<file path="src/rtl/cpu_defs.sv">
// cpu_defs: shared state encoding, opcode constants and IR field positions for the control sequencer
package cpu_defs;
    typedef enum logic [2:0] {IDLE, T0, T1, T2, T3, T4, T5, T6} state_t;
    localparam logic [4:0] OP_MUL = 5'b01110;
    localparam logic [4:0] OP_DIV = 5'b01111;
    localparam logic [4:0] OP_ALU_MAX = 5'b01101;
    localparam int OP_HI = 31;
    localparam int OP_LO = 27;
    localparam int RA_HI = 26;
    localparam int RA_LO = 23;
    localparam int RB_HI = 22;
    localparam int RB_LO = 19;
    localparam int RC_HI = 18;
    localparam int RC_LO = 15;
endpackage

</file>
<file path="src/rtl/reg_select_decoder.sv">
// reg_select_decoder: 4-to-16 one-hot decoder with enable
module reg_select_decoder (
    input  logic        en,
    input  logic [3:0]  sel,
    output logic [15:0] y
);
    assign y = en ? 16'(1) << sel : 16'h0000;
endmodule

</file>
<file path="src/rtl/control_sequencer.sv">
// control_sequencer: Moore fetch/execute sequencer for ALU, MUL/DIV and illegal opcodes
module control_sequencer
    import cpu_defs::*;
(
    input  logic        clock,
    input  logic        clear,
    input  logic        run,
    input  logic [31:0] ir,
    input  logic        mem_ready,
    output logic [15:0] reg_in,
    output logic [15:0] reg_out,
    output logic        PCout,
    output logic        PCin,
    output logic        IncPC,
    output logic        MARin,
    output logic        MDRin,
    output logic        MDRout,
    output logic        IRin,
    output logic        Read,
    output logic        Yin,
    output logic        Zin,
    output logic        Zhighout,
    output logic        Zlowout,
    output logic        HIin,
    output logic        LOin,
    output logic [4:0]  alu_op,
    output logic        instr_done,
    output logic        illegal
);
    state_t state, next;
    logic [4:0] opcode;
    logic [3:0] ra, rb, rc, out_sel;
    logic alu_cls, md_cls, legal, out_en, in_en, unused_ir;

    assign opcode = ir[OP_HI:OP_LO];
    assign ra = ir[RA_HI:RA_LO];
    assign rb = ir[RB_HI:RB_LO];
    assign rc = ir[RC_HI:RC_LO];
    assign unused_ir = ^ir[RC_LO-1:0];
    assign alu_cls = opcode <= OP_ALU_MAX;
    assign md_cls = (opcode == OP_MUL) || (opcode == OP_DIV);
    assign legal = alu_cls || md_cls;

    always_ff @(posedge clock or negedge clear)
        if (!clear) state <= IDLE;
        else state <= next;

    always_comb begin
        next = state;
        case (state)
            IDLE: next = run ? T0 : IDLE;
            T0: next = T1;
            T1: next = mem_ready ? T2 : T1;
            T2: next = T3;
            T3: next = legal ? T4 : (run ? T0 : IDLE);
            T4: next = T5;
            T5: next = md_cls ? T6 : (run ? T0 : IDLE);
            T6: next = run ? T0 : IDLE;
            default: next = IDLE;
        endcase
    end

    // MUL/DIV reads Ra/Rb while ALU ops read Rb/Rc
    assign out_en = (state == T3 || state == T4) && legal;
    assign out_sel = (state == T3) ? (md_cls ? ra : rb) : (md_cls ? rb : rc);
    assign in_en = (state == T5) && alu_cls;

    reg_select_decoder u_out (.en(out_en), .sel(out_sel), .y(reg_out));
    reg_select_decoder u_in (.en(in_en), .sel(ra), .y(reg_in));

    assign PCout = state == T0;
    assign MARin = state == T0;
    assign IncPC = state == T0;
    assign Zin = state == T0 || state == T4;
    assign PCin = state == T1;
    assign Read = state == T1;
    assign MDRin = state == T1;
    assign Zlowout = state == T1 || state == T5;
    assign MDRout = state == T2;
    assign IRin = state == T2;
    assign Yin = state == T3 && legal;
    assign alu_op = (state == T4) ? opcode : 5'b00000;
    assign LOin = state == T5 && md_cls;
    assign Zhighout = state == T6;
    assign HIin = state == T6;
    assign instr_done = (state == T5 && alu_cls) || state == T6;
    assign illegal = state == T3 && !legal;
endmodule

</file>
<file path="config.mk">
export PLATFORM = sky130hd
export DESIGN_NAME = control_sequencer
export DESIGN_NICKNAME = d
export VERILOG_FILES = /design/src/rtl/cpu_defs.sv /design/src/rtl/reg_select_decoder.sv /design/src/rtl/control_sequencer.sv
export SDC_FILE = /design/constraint.sdc
export NUM_CORES = 1
export LEC_CHECK = 0
export CORE_ASPECT_RATIO = 0.8
export CORE_MARGIN = 2
export CORE_UTILIZATION = 30
export DETAILED_ROUTE_END_ITERATION = 6
export PLACE_DENSITY = 0.86
export SLEW_MARGIN = 10
export SYNTH_ARGS = -nofsm -noshare
export SYNTH_HDL_FRONTEND = slang
export SYNTH_SLANG_ARGS = --single-unit
</file>
<file path="constraint.sdc">
create_clock -name clock -period 3.9 [get_ports clock]
set_input_delay 0.78 -clock clock [delete_from_list [all_inputs] [get_ports clock]]
set_output_delay 0.78 -clock clock [all_outputs]
set_load 0.01 [all_outputs]
</file>
==> results <==
[worst max path at each step]
stage,startpoint,depth (start not counted),slack [ns],end
after global placement,ir[31],6,0.14,reg_out[1]
after floorplan,ir[28],5,1.11,reg_out[11]
after CTS,ir[31],6,0.08,reg_out[1]
final,ir[31],7,0.12,reg_out[1]
after global routing,ir[31],7,-0.04,reg_out[1]
after detailed placement,ir[31],6,0.07,reg_out[3]
[cell families after synthesis]
| family | Yosys count |
|---|---|
| buffers and inverters | 20 |
| multiplexers | 2 |
| XOR/XNOR | 3 |
| AO/OA/AOI/OAI | 14 |
| AND/OR/NAND/NOR | 76 |
| flip-flops | 3 |
[report_power, final]
group	switching [W]	leakage, nW	internal, W	total, W
clock network	0.0000187	0.0150	0.0000385	0.0000572
logic	0.000180	0.507	0.000197	0.000377
registers	0.0000464	0.0376	0.0000453	0.0000917
total	0.000245	0.559	0.000281	0.000526
[worst register-to-register path: stages (launching register included)]
cell and delay [ns]:
dfrtp_1 0.61, nor2b_1 0.44, o31ai_1 0.10, o21ai_0 0.17
[area by class of cell]
class                   instances  share of cell area, %
clock buffers                   4                   1.68
flip-flops and latches          3                   4.79
multi-input cells              95                   41.4
inverters                       5                   1.20
repair buffers                 76                   48.0
well taps                      36                   2.87
[timing repair]
item | CTS | global route
endpoints found under the setup margin | 0 | 9
hold buffers | 0 | 0
gates resized for setup | 0 | 4
[metrics by stage]
step | instances | power (W) | setup slack, ns | hold WS, ns
6_report | 219 | 0.000526 | 0.117 | 0.718
5_1_grt | 219 | 0.000567 | -0.0419 | 0.713
3_5_place_dp | 215 | 0.000457 | 0.0698 | 0.700
2_1_floorplan | 118 | 0.000321 | 1.11 | 0.484
4_1_cts | 219 | 0.000520 | 0.0770 | 0.705
3_3_place_gp | 215 | 0.000445 | 0.141 | 0.674
[synthesized netlist by cell type, types with 3 or more instances]
cell type / n / area (sq um)
nor3_1: 20 / 100
nand3_1: 3 / 15.0
dfrtp_1: 3 / 75.1
nand2b_1: 4 / 25.0
nor4b_1: 3 / 26.3
buf_4: 6 / 45.0
inv_1: 5 / 18.8
clkbuf_1: 7 / 26.3
nor2_1: 12 / 45.0
nor2b_1: 3 / 18.8
and3_1: 7 / 43.8
nand2_1: 4 / 15.0
nor4_1: 5 / 31.3
o21ai_0: 3 / 15.0
nand4b_1: 3 / 26.3
[routing by layer]
layer	vias to the layer above	global-route usage, %
met2	66	33.9
met5	-	0
li1	571	-
met1	541	22.6
met3	4	2.06
met4	0	6.38
==> run_results.csv <==
group,metric,value,unit
finish,num-fill-cells,244,
critical_path,crit-reg2reg-capture,"state[0]",
routing,met3WireLength,182,um
routing,met1_length,1350,um
die,rows,16,
clocking,cts_buffers,3,
clocking,tritoncts,"built",
finish,antennaDiodeCount,0,
synth,synth_compound_area_share,16.0,%
critical_path,cp-start-kind,"input port",
die,design.core.area,2500,sq um
routing,wl_per_cell,13.7,um
finish,layout.nets,220,
power_and_ir_drop,ir_drop,281,uV
finish,largest_reg_flops,3,
clocking,htreeDepth,1,
clocking,clk_latency,0.24,ns
sta,finalCriticalPeriod,3.78,ns
routing,drt_first_iter_violations,103,
sta,skew,0.00599,ns
sta,setup_viol,0,
critical_path,critPathMaxFanout,5,
die,start_util,32.2,%
routing,wl_met2,1440,um
clocking,cts_sinks,3,
placement,gp_congestion,0.803,
grt,grt_pass1_vias,1091,
grt,overflow,0,
synth,ys.flop_type,"dfrtp_1",
sta,tightestPinTransition,0.645,ns
routing,vias_per_cell,5.40,
sta,slew_headroom,57.0,%
clocking,ctsLongestPathBuffers,2,
finish,multi_input_area,649,sq um
sta,period_share,97.0,%
clocking,cts_root_buffer,"clkbuf_4",
placement,portBuffers,73,
synth,ys_ff_latch,3,
finish,final_cell_area,1570,sq um
synth,avgSynthCellArea,6.82,sq um
critical_path,r2r_cells,3,
critical_path,critPathKind,"input port to output pin",
synth,synth-xor-area-share,3.27,%
synth,synth_simple_gate_area_share,55.7,%
synth,synth_mux_area_share,2.49,%
finish,top_register,"state",
critical_path,path_common_cell,"clkdlybuf4s50_1",
placement,dp.final_hpwl,2350,um
synth,synth_enable_flop_cells,0,
sta,final-hold-violation-count,0,
routing,drc,0,
finish,final_core_util,62.6,%
routing,drtPass1Iterations,4,
sta,drv_slew,0,
synth,yosys_warnings,0,
clocking,cts_setup_buffers,0,
synth,async_flop_share,100,%
die,chipWidth,61.9,um
synth,synthCells,118,
synth,yosysUniqueCellTypes,38,
critical_path,critPathBufInv,3,
grt,grt_antenna_before_repair,0,
routing,dr_total_vias,1182,
routing,routed_wl,3010,um
sta,fin_tns_setup,0,ns
finish,drive_gt1_share,8.20,%
grt,grtUsageTotal,18.9,%
worst_hold_path,hp-class,"input port to async pin",
die,ios,89,
finish,final_common_cell,"clkdlybuf4s50_1",
critical_path,cp.required,3.12,ns
power_and_ir_drop,leakagePower,0.559,nW
grt,grt_pass1_wl,4650,um
critical_path,crit_slowest_cell,"clkdlybuf4s50_1",
die,fp.dieH,50.3,um
critical_path,cp.arrival,3.00,ns
routing,top_layer,"met4",
synth,synth_adder_area_share,0,%
grt,grt_max_degree,17,
power_and_ir_drop,cellPowerDensity,335,nW/um^2
job,cap_viol_max_count,0,
critical_path,r2r_start,"state[2]",
critical_path,rrSetupSlack,2.50,ns
outcome,status,"complete, no violations",
critical_path,slowest_delay,0.58,ns
placement,place_area,1520,sq um
die,dieArea,3110,sq um
finish,area_growth,94.9,%
critical_path,critical_path.top_delay_family,"buffers and inverters",
finish,final-seq-area,75.1,sq um
finish,reg.largest.list,"state x3",
synth,yosysSeqAreaShare,9.33,%
sta,fmax,264,MHz
routing,ant_nets,0,
clocking,clk_pin_slew_worst_paths,0.04,ns
critical_path,worstPathCellList,"clkdlybuf4s50_1 > and4b_1 > buf_4 > nor4_1 > a311oi_2 > nor3_1 > clkdlybuf4s50_1",
critical_path,worst_setup_path_end_kind,"output pin",
finish,layout_common_cells,"clkdlybuf4s50_1 (73), nor3_1 (20), nor2_1 (12), and3_1 (7)",
synth,synth_top_family_by_area,"simple AND/OR/NAND/NOR gates",
synth,syn_nets,154,
synth,syn_area,805,sq um
Power figures use the tool's default switching activity.
